`src/rtl/ahci_dma_fis_packer_pkg.sv`:
```
// Shared definitions for the AHCI Data FIS packer: FIS type code, FSM states, header builder.
// Latency: n/a (package only).
// Backpressure: n/a (package only).
package ahci_pkg;

    localparam logic [7:0] FIS_TYPE_DATA = 8'h46;

    typedef enum logic [1:0] {
        ST_IDLE     = 2'd0,
        ST_HDR      = 2'd1,
        ST_DATA     = 2'd2,
        ST_WAIT_ACK = 2'd3
    } fis_state_t;

    // Data FIS header dword: PM port in [11:8], FIS type in [7:0], rest reserved zero.
    function automatic logic [31:0] build_data_hdr(input logic [3:0] pm);
        return {20'h0, pm, FIS_TYPE_DATA};
    endfunction

endpackage

```
`src/rtl/ahci_fis_out_reg.sv`:
```
// One-entry output register carrying a FIS dword plus first/last flags to the link.
// Latency: 1 cycle from load to o_vld.
// Backpressure: holds contents stable while i_rdy is low; can reload in the cycle it is drained.
module ahci_fis_out_reg (
    input  logic        clk,
    input  logic        rst,
    input  logic        i_clr,
    input  logic        i_load,
    input  logic [31:0] i_dat,
    input  logic        i_first,
    input  logic        i_last,
    input  logic        i_rdy,
    output logic        o_can_load,
    output logic        o_vld,
    output logic [31:0] o_dat,
    output logic        o_first,
    output logic        o_last
);

    logic        r_vld;
    logic [31:0] r_dat;
    logic        r_first;
    logic        r_last;

    assign o_can_load = !r_vld || i_rdy;
    assign o_vld      = r_vld;
    assign o_dat      = r_dat;
    assign o_first    = r_first;
    assign o_last     = r_last;

    // Load a new dword, or drop valid (and flags) once the held dword is taken.
    always_ff @(posedge clk or posedge rst) begin
        if (rst) begin
            r_vld   <= 1'b0;
            r_dat   <= 32'h0;
            r_first <= 1'b0;
            r_last  <= 1'b0;
        end else if (i_clr) begin
            r_vld   <= 1'b0;
            r_first <= 1'b0;
            r_last  <= 1'b0;
        end else if (i_load) begin
            r_vld   <= 1'b1;
            r_dat   <= i_dat;
            r_first <= i_first;
            r_last  <= i_last;
        end else if (i_rdy) begin
            r_vld   <= 1'b0;
            r_first <= 1'b0;
            r_last  <= 1'b0;
        end
    end

endmodule

```
`src/rtl/ahci_dma_fis_packer.sv`:
```
// Packs DMA read FIFO dwords into Data FISes (header + up to MAX_FIS_DWORDS payload), ack-gated.
// Latency: header 1 cycle after start/ack; FIFO word to fis_data 1 cycle; 1 dword/cycle sustained.
// Backpressure: fis_ready low holds the output register and stops FIFO pops. Option: AHCI_FIS_PACKER_STATS_EN.
module ahci_dma_fis_packer
    import ahci_pkg::*;
#(
    parameter int WCNT_BITS      = 21,
    parameter int MAX_FIS_DWORDS = 2048
) (
    input  logic                 mclk,
    input  logic                 mrst,
    input  logic                 xfer_start,
    input  logic [WCNT_BITS-1:0] xfer_dwords,
    input  logic [3:0]           pm_port,
    output logic                 busy,
    output logic                 done,
    output logic                 error,
    input  logic [31:0]          fifo_dout,
    input  logic                 fifo_dout_av,
    output logic                 fifo_dout_re,
    output logic [31:0]          fis_data,
    output logic                 fis_valid,
    output logic                 fis_first,
    output logic                 fis_last,
    input  logic                 fis_ready,
    input  logic                 fis_ack,
    input  logic                 fis_err
`ifdef AHCI_FIS_PACKER_STATS_EN
   ,output logic [31:0]          stat_dwords,
    output logic [15:0]          stat_fises
`endif
);

    localparam int FCW = $clog2(MAX_FIS_DWORDS) + 1;

    fis_state_t           r_state;
    logic [WCNT_BITS-1:0] r_remaining;
    logic [FCW-1:0]       r_fis_cnt;
    logic [3:0]           r_pm_port;
    logic                 r_busy;
    logic                 r_done;
    logic                 r_error;

    logic                 w_can_load;
    logic                 w_accept;
    logic                 w_abort;
    logic                 w_pop;
    logic                 w_hdr_load;
    logic [WCNT_BITS-1:0] w_len_src;
    logic [FCW-1:0]       w_fis_len;
    logic [3:0]           w_hdr_pm;

    assign w_accept = fis_valid && fis_ready;
    assign w_abort  = fis_err && (r_state != ST_IDLE);

    // Payload may start popping in the header cycle as the header leaves, so FISes stream gap-free.
    assign w_pop = ((r_state == ST_DATA) || (r_state == ST_HDR)) && fifo_dout_av &&
                   w_can_load && (r_fis_cnt != '0) && !fis_err;

    assign w_hdr_load = ((r_state == ST_IDLE) && xfer_start && (xfer_dwords != '0)) ||
                        ((r_state == ST_WAIT_ACK) && fis_ack && !fis_err && (r_remaining != '0));

    // Length of the next FIS comes from the fresh request when idle, else from what is left.
    always_comb begin
        w_len_src = (r_state == ST_IDLE) ? xfer_dwords : r_remaining;
        w_hdr_pm  = (r_state == ST_IDLE) ? pm_port : r_pm_port;
        if (w_len_src >= WCNT_BITS'(MAX_FIS_DWORDS))
            w_fis_len = FCW'(MAX_FIS_DWORDS);
        else
            w_fis_len = FCW'(w_len_src);
    end

    assign fifo_dout_re = w_pop;
    assign busy         = r_busy;
    assign done         = r_done;
    assign error        = r_error;

    ahci_fis_out_reg u_out_reg (
        .clk        (mclk),
        .rst        (mrst),
        .i_clr      (w_abort),
        .i_load     (w_hdr_load || w_pop),
        .i_dat      (w_hdr_load ? build_data_hdr(w_hdr_pm) : fifo_dout),
        .i_first    (w_hdr_load),
        .i_last     (!w_hdr_load && (r_fis_cnt == FCW'(1))),
        .i_rdy      (fis_ready),
        .o_can_load (w_can_load),
        .o_vld      (fis_valid),
        .o_dat      (fis_data),
        .o_first    (fis_first),
        .o_last     (fis_last)
    );

    // Transfer sequencing: header, payload, wait for link ack; fis_err aborts from any active state.
    always_ff @(posedge mclk or posedge mrst) begin
        if (mrst) begin
            r_state     <= ST_IDLE;
            r_remaining <= '0;
            r_fis_cnt   <= '0;
            r_pm_port   <= 4'h0;
            r_busy      <= 1'b0;
            r_done      <= 1'b0;
            r_error     <= 1'b0;
        end else begin
            r_done  <= 1'b0;
            r_error <= 1'b0;
            if (w_pop) begin
                r_remaining <= r_remaining - 1'b1;
                r_fis_cnt   <= r_fis_cnt - 1'b1;
            end
            if (w_abort) begin
                r_state <= ST_IDLE;
                r_busy  <= 1'b0;
                r_done  <= 1'b1;
                r_error <= 1'b1;
            end else begin
                case (r_state)
                    ST_IDLE: begin
                        if (xfer_start) begin
                            r_remaining <= xfer_dwords;
                            r_pm_port   <= pm_port;
                            if (xfer_dwords == '0) begin
                                r_done <= 1'b1;
                            end else begin
                                r_state   <= ST_HDR;
                                r_busy    <= 1'b1;
                                r_fis_cnt <= w_fis_len;
                            end
                        end
                    end
                    ST_HDR: begin
                        if (w_accept) r_state <= ST_DATA;
                    end
                    ST_DATA: begin
                        if (w_accept && fis_last) r_state <= ST_WAIT_ACK;
                    end
                    ST_WAIT_ACK: begin
                        if (fis_ack) begin
                            if (r_remaining != '0) begin
                                r_state   <= ST_HDR;
                                r_fis_cnt <= w_fis_len;
                            end else begin
                                r_state <= ST_IDLE;
                                r_busy  <= 1'b0;
                                r_done  <= 1'b1;
                            end
                        end
                    end
                    default: r_state <= ST_IDLE;
                endcase
            end
        end
    end

`ifdef AHCI_FIS_PACKER_STATS_EN
    logic [31:0] r_stat_dwords;
    logic [15:0] r_stat_fises;

    assign stat_dwords = r_stat_dwords;
    assign stat_fises  = r_stat_fises;

    // Count payload dwords taken by the link and FISes it acknowledged.
    always_ff @(posedge mclk or posedge mrst) begin
        if (mrst) begin
            r_stat_dwords <= 32'h0;
            r_stat_fises  <= 16'h0;
        end else begin
            if (w_accept && !fis_first)
                r_stat_dwords <= r_stat_dwords + 32'd1;
            if ((r_state == ST_WAIT_ACK) && fis_ack && !fis_err)
                r_stat_fises <= r_stat_fises + 16'd1;
        end
    end
`endif

endmodule

```
`config.mk`:
```
export PLATFORM = sky130hd
export DESIGN_NAME = ahci_dma_fis_packer
export DESIGN_NICKNAME = d
export VERILOG_FILES = /design/src/rtl/ahci_dma_fis_packer_pkg.sv /design/src/rtl/ahci_fis_out_reg.sv /design/src/rtl/ahci_dma_fis_packer.sv
export SDC_FILE = /design/constraint.sdc
export NUM_CORES = 1
export LEC_CHECK = 0
export CAP_MARGIN = 20
export CORE_ASPECT_RATIO = 0.7
export CORE_UTILIZATION = 44
export CTS_BUF_LIST = sky130_fd_sc_hd__clkbuf_8
export DETAILED_ROUTE_END_ITERATION = 6
export GPL_ROUTABILITY_DRIVEN = 1
export PLACE_DENSITY = 0.73
export SYNTH_ARGS = -nofsm -noshare
export SYNTH_HDL_FRONTEND = slang
export SYNTH_SLANG_ARGS = --single-unit
```
`constraint.sdc`:
```
create_clock -name mclk -period 6.9 [get_ports mclk]
set_clock_uncertainty 0.1 [all_clocks]
set_input_delay 2.07 -clock mclk [delete_from_list [all_inputs] [get_ports mclk]]
set_output_delay 2.07 -clock mclk [all_outputs]
set_load 0.02 [all_outputs]
```
==> flow_summary.ini, run 1 <==
[place]
dp_cells = 667
hpwl_mm = 7.88
routabilityCongestion = 0.852
portBuffers = 102

[clock_network]
holdBufCountCts = 0
h-tree-depth = 3
cts.path.max_buffers = 2
postCtsResizedCells = 0
cts_sinks = 77
cts_tree = done
clock-root-buffer = clkbuf_8
cts_buffers = 9
clkTransAtPathRegs_ns = 0.08
cts_setup_buffers = 0
insertion_delay_ns = 0.36

[sta]
fin_tns_setup_ns = 0
final-hold-violation-count = 0
slew_headroom = 0.329
slew_violations = 0
setup_violations = 0
min_period_ns = 6.09
rsz0062_at_grt = false
max_freq_mhz = 164
fin_crit_sh = 0.883
worst_slew_pin_slew_ns = 1.01

[yosys]
ys.flop_type = dfrtp_1
syn_area_sq_um = 4290
ys_ff_latch = 77
synth_nets = 531
synth-async-reset-ratio = 1.00
synth_cells = 459
synth-edff-count = 0
syn_avg_cell_area_sq_um = 9.35
synthTopCellsByArea = dfrtp_1 45%, nand2_1 8.4%, mux2i_1 5.1%
synth_top_cell_by_area = dfrtp_1
yosysMostFrequentCell = nand2_1
synth_common_cells = 96 x nand2_1, 77 x dfrtp_1, 31 x a21oi_1
seq_area_frac_synth = 0.449
synth.distinct_cells = 60
yosysTopAreaCellShare = 0.449
synth_warnings = 0

[detailed_routing]
drc = 0
routed_via_density = 5.52
route.detailed.wl_per_inst_um = 16.0
dr.pass1.iters = 5
routed_wl_mm = 10.9
final_antenna_net_count = 0
dr.first_iter.drc_count = 250
dr_total_vias = 3770

[floorplan]
fp.dieW_um = 120
num_rows = 29
core_area_sq_um = 9250
io_pins = 103
die_height_um = 84.6
dieArea_sq_um = 10200
start_util = 0.464

[setup_path]
endpoint_kind = output port
worstPathRequired_ns = 4.73
cp_max_fo = 8
crit_arrival_ns = 3.92
critPathLaunchType = primary input
crit_type = primary input to output port

[run]
cap_violations = 0

[final_layout]
fillCellCount = 794
final_util = 0.600
regArea_sq_um = 1930
drive_gt1_frac = 0.0787
n_antenna_cell = 0
final_nets = 626
stdcell_count = 683
areaGrowthSynthToFinish_pct = 29.3
multi_input_area_sq_um = 2170

[grt]
grt_pass1_wl_mm = 18.1
grt_use_total = 0.227
grt_max_degree = 42
overflow = 0
grt_pass1_vias = 3694
antenna_found_initial = 0

[status]
status = finished clean

[pwr]
peakVddDrop_mv = 0.243
power_density_nw_per_um2 = 436
p_leak_uw = 0.00224

[worst_hold_path]
hp-class = register to register
-- logic make-up after synthesis --
| group | Yosys count | synth area share |
|---|---|---|
| and+or+nand+nor | 200 | 0.244 |
| AOI/OAI and AO/OA | 86 | 0.124 |
| DFF | 77 | 0.449 |
| buffers and inverters | 36 | 0.0461 |
| xor gates and xnor gates | 29 | 0.0592 |
| muxes | 23 | 0.0540 |
| adders and majority gates | 8 | 0.0233 |
-- report_power, final --
part / total [uW] / switching [uW] / leakage, uW / internal (uW)
clock network: 336 / 171 / 0.0000987 / 165
logic: 1270 / 728 / 0.00116 / 541
registers: 813 / 166 / 0.000987 / 647
total: 2420 / 1070 / 0.00224 / 1350
-- critical path, stage by stage --
cell,delay [ns]
clkdlybuf4s50_1,0.55
nand3b_4,0.24
nor2_2,0.25
nand2_1,0.13
inv_2,0.08
clkdlybuf4s50_1,0.60
-- cells in the final DEF (no fill, tap or decap), drive strengths merged, types with 3 or more instances in the layout --
| cell | Yosys | final |
|---|---|---|
| o22ai | 11 | 11 |
| ha | 8 | 8 |
| nand3b | 3 | 3 |
| nor4b | 3 | 3 |
| nor4 | 19 | 19 |
| a31oi | 4 | 4 |
| nor2b | 4 | 4 |
| nor2 | 19 | 19 |
| nand2 | 96 | 96 |
| xnor2 | 20 | 20 |
| nor3 | 14 | 14 |
| nand4 | 13 | 13 |
| xor2 | 9 | 9 |
| buf | 14 | 6 |
| o21ai | 25 | 25 |
| o31ai | 3 | 3 |
| dfrtp | 77 | 77 |
| nand3 | 10 | 10 |
| clkinv | 0 | 5 |
| nand4b | 4 | 4 |
| a21oi | 31 | 31 |
| mux2i | 22 | 22 |
| clkbuf | 10 | 9 |
| clkdlybuf4s50 | 0 | 102 |
| inv | 12 | 12 |
-- worst paths after layout --
kind | depth (start not counted) | start | to | slack, ns
max | 6 | fis_err | fifo_dout_re | 0.81
min | 2 | r_pm_port[0] | r_pm_port[0] | 0.39
min reg2reg | 2 | r_pm_port[0] | r_pm_port[0] | 0.39
max reg2reg | 8 | r_state[1] | u_out_reg.o_last | 4.09
max in group asynchronous | 3 | mrst | r_fis_cnt[7] | 3.61
min in group asynchronous | 2 | mrst | u_out_reg.o_dat[6] | 2.08
-- registers in the layout, summed over array words and instances, names as in the netlist, 2 cells and up --
signal,cells
u_out_reg.o_dat,32
r_remaining,21
r_fis_cnt,12
r_pm_port,4
r_state,2
-- per-layer routing --
metal,vias to the layer above,track usage,part of all wire
met3,20,0.0564,0.056
li1,1808,-,-
met2,139,0.357,0.46
met5,-,0,0
met1,1803,0.305,0.46
met4,0,0.0773,0.016
-- area by class of cell --
type	instances	share of cell area
multi-input combinational	346	0.390
sequential	77	0.347
timing repair buffer	108	0.192
tap	124	0.0280
clock buffer	9	0.0223
clock inverter	7	0.0120
inverter	12	0.00812
-- metrics by stage --
stage / total power, uW / hold slack, ns / instance area [sq um] / setup slack, ns
6_report: 2420 / 0.392 / 5550 / 0.810
5_1_grt: 2590 / 0.404 / 5550 / 0.698
4_1_cts: 2430 / 0.389 / 5550 / 0.825
3_5_place_dp: 2090 / 0.364 / 5360 / 0.820
3_3_place_gp: 2050 / 0.358 / 5360 / 0.866
2_1_floorplan: 1680 / 0.345 / 4290 / 1.73
No activity file was read; power rests on OpenSTA's default activity.
==> run 2: changes to the inputs <==
Settings changed: CTS_CLUSTER_SIZE set to 28.
==> results of run 2 <==
No change in the layout: final DEF, timing and power equal those of run 1.
==> run 3: changes to the inputs <==
Settings changed: CORE_UTILIZATION 44 to 45, PLACE_DENSITY 0.73 to 0.75.
==> flow_summary.ini, run 3 (synthesis gave the netlist of run 1 again) <==
[sta]
slew_headroom = 0.474
fin_tns_setup_ns = 0
worst_slew_pin_slew_ns = 0.788
min_period_ns = 6.15
slew_violations = 0
max_freq_mhz = 163
fin_crit_sh = 0.892
rsz0062_at_grt = false
final-hold-violation-count = 0
setup_violations = 0

[clock_network]
cts.path.max_buffers = 2
cts_tree = done
cts_setup_buffers = 0
insertion_delay_ns = 0.36
clock-root-buffer = clkbuf_8
h-tree-depth = 3
holdBufCountCts = 0
postCtsResizedCells = 0
clkTransAtPathRegs_ns = 0.08
cts_buffers = 9
cts_sinks = 77

[final_layout]
largest_reg_flops = 32
n_antenna_cell = 0
drive_gt1_frac = 0.0804
final_common_cell = clkdlybuf4s50_1
fillCellCount = 806
multi_input_area_sq_um = 2170
final_nets = 627
layout_common_cells = 102 x clkdlybuf4s50_1, 96 x nand2_1, 77 x dfrtp_1
stdcell_area_sq_um = 5600
stdcell_count = 684
regArea_sq_um = 1930
areaGrowthSynthToFinish_pct = 30.4

[pwr]
seq_power_share = 0.328
switchingPower_uw = 1070
p_int_uw = 1400
p_leak_uw = 0.00226
peakVddDrop_mv = 0.241
power_density_nw_per_um2 = 442
switching_share = 0.435
p_comb_frac = 0.517
p_total_uw = 2470
power.share.clock = 0.155

[place]
place_area_sq_um = 5360
portBuffers = 102
hpwl_mm = 7.84
dp_cells = 667
routabilityCongestion = 0.855

[setup_path]
rr_worst_depth = 8
cp_max_fo = 8
endpoint_kind = output port
worstPathRequired_ns = 4.73
critPathLaunch = fis_err
crit_end = fifo_dout_re
r2r-start = r_state[0]
crit_type = primary input to output port
crit_arrival_ns = 3.98
timing.rr.end = u_out_reg.o_last
critPathLaunchType = primary input
reg2reg_slack_ns = 4.04

[detailed_routing]
dr_total_vias = 3800
route.detailed.wl_per_inst_um = 16.0
final_antenna_net_count = 0
routed_via_density = 5.56
drc = 0
routed_wl_mm = 10.9
dr.pass1.iters = 5
dr.first_iter.drc_count = 214

[run]
cap_violations = 0

[worst_hold_path]
hp-class = register to register

[floorplan]
fp.dieW_um = 119
die_height_um = 83.7
dieArea_sq_um = 9940
start_util = 0.469
core_area_sq_um = 9140
io_pins = 103
num_rows = 29

[grt]
grt_max_degree = 41
antenna_found_initial = 0
use_met1 = 0.312
grt_pass1_wl_mm = 18.1
gr-usage-met2 = 0.364
busiest_layer = met2
overflow = 0
met3_usage = 0.0676
grt_pass1_vias = 3635
grt_use_total = 0.230

[status]
status = finished clean
-- run 3: cell count changes in the layout (fill, tap and decap cells not counted), sizes merged --
cell / previous run / this run
clkinvlp: 1 / 2
inv: 12 / 13
bufinv: 1 / 2
buf: 6 / 7
clkinv: 5 / 2
-- run 3: per-layer routing --
layer  up-vias  routed length, um  share of wire
li1       1815                  -              -
met1      1842               4940           0.45
met2       131               5100           0.47
met3        12                774          0.071
met4         0                 98         0.0090
met5         -                  0              0
-- run 3: how the worst min path moves through the flow --
stage            startpoint      endpoint  cells past startpoint
4_1_cts        r_pm_port[0]  r_pm_port[0]                      2
3_5_place_dp   r_pm_port[0]  r_pm_port[0]                      2
2_1_floorplan  r_pm_port[0]  r_pm_port[0]                      2
5_1_grt        r_pm_port[0]  r_pm_port[0]                      2
3_3_place_gp   r_pm_port[0]  r_pm_port[0]                      2
6_report       r_pm_port[0]  r_pm_port[0]                      2
-- run 3: per-stage QoR --
step / worst slack (ns) / util / hold slack (ns)
2_1_floorplan: 1.73 / - / 0.345
3_3_place_gp: 0.876 / 0.586 / 0.358
3_5_place_dp: 0.764 / 0.586 / 0.363
4_1_cts: 0.761 / 0.610 / 0.384
5_1_grt: 0.648 / 0.612 / 0.402
6_report: 0.747 / 0.612 / 0.385
-- run 3: power groups by stage --
stage               clock [uW]  combinational [uW]  sequential, uW
floorplan                    0                 773             905
CTS                        390                1270             809
global route               409                1390             840
detailed placement           0                1260             817
global placement             0                1240             807
finish                     382                1280             811
-- run 3: layout make-up --
type | instances | area share
flip-flops and latches | 77 | 0.344
clock buffers | 9 | 0.0221
repair buffers | 109 | 0.193
inverters | 12 | 0.00805
well taps | 124 | 0.0277
multi-input cells | 346 | 0.387
clock inverters | 7 | 0.0174
-- run 3: worst max-delay path: stages --
cell and delay, ns:
clkdlybuf4s50_1 0.57, nand3b_4 0.26, nor2_2 0.27, nand2_1 0.14, inv_2 0.08, clkdlybuf4s50_1 0.59
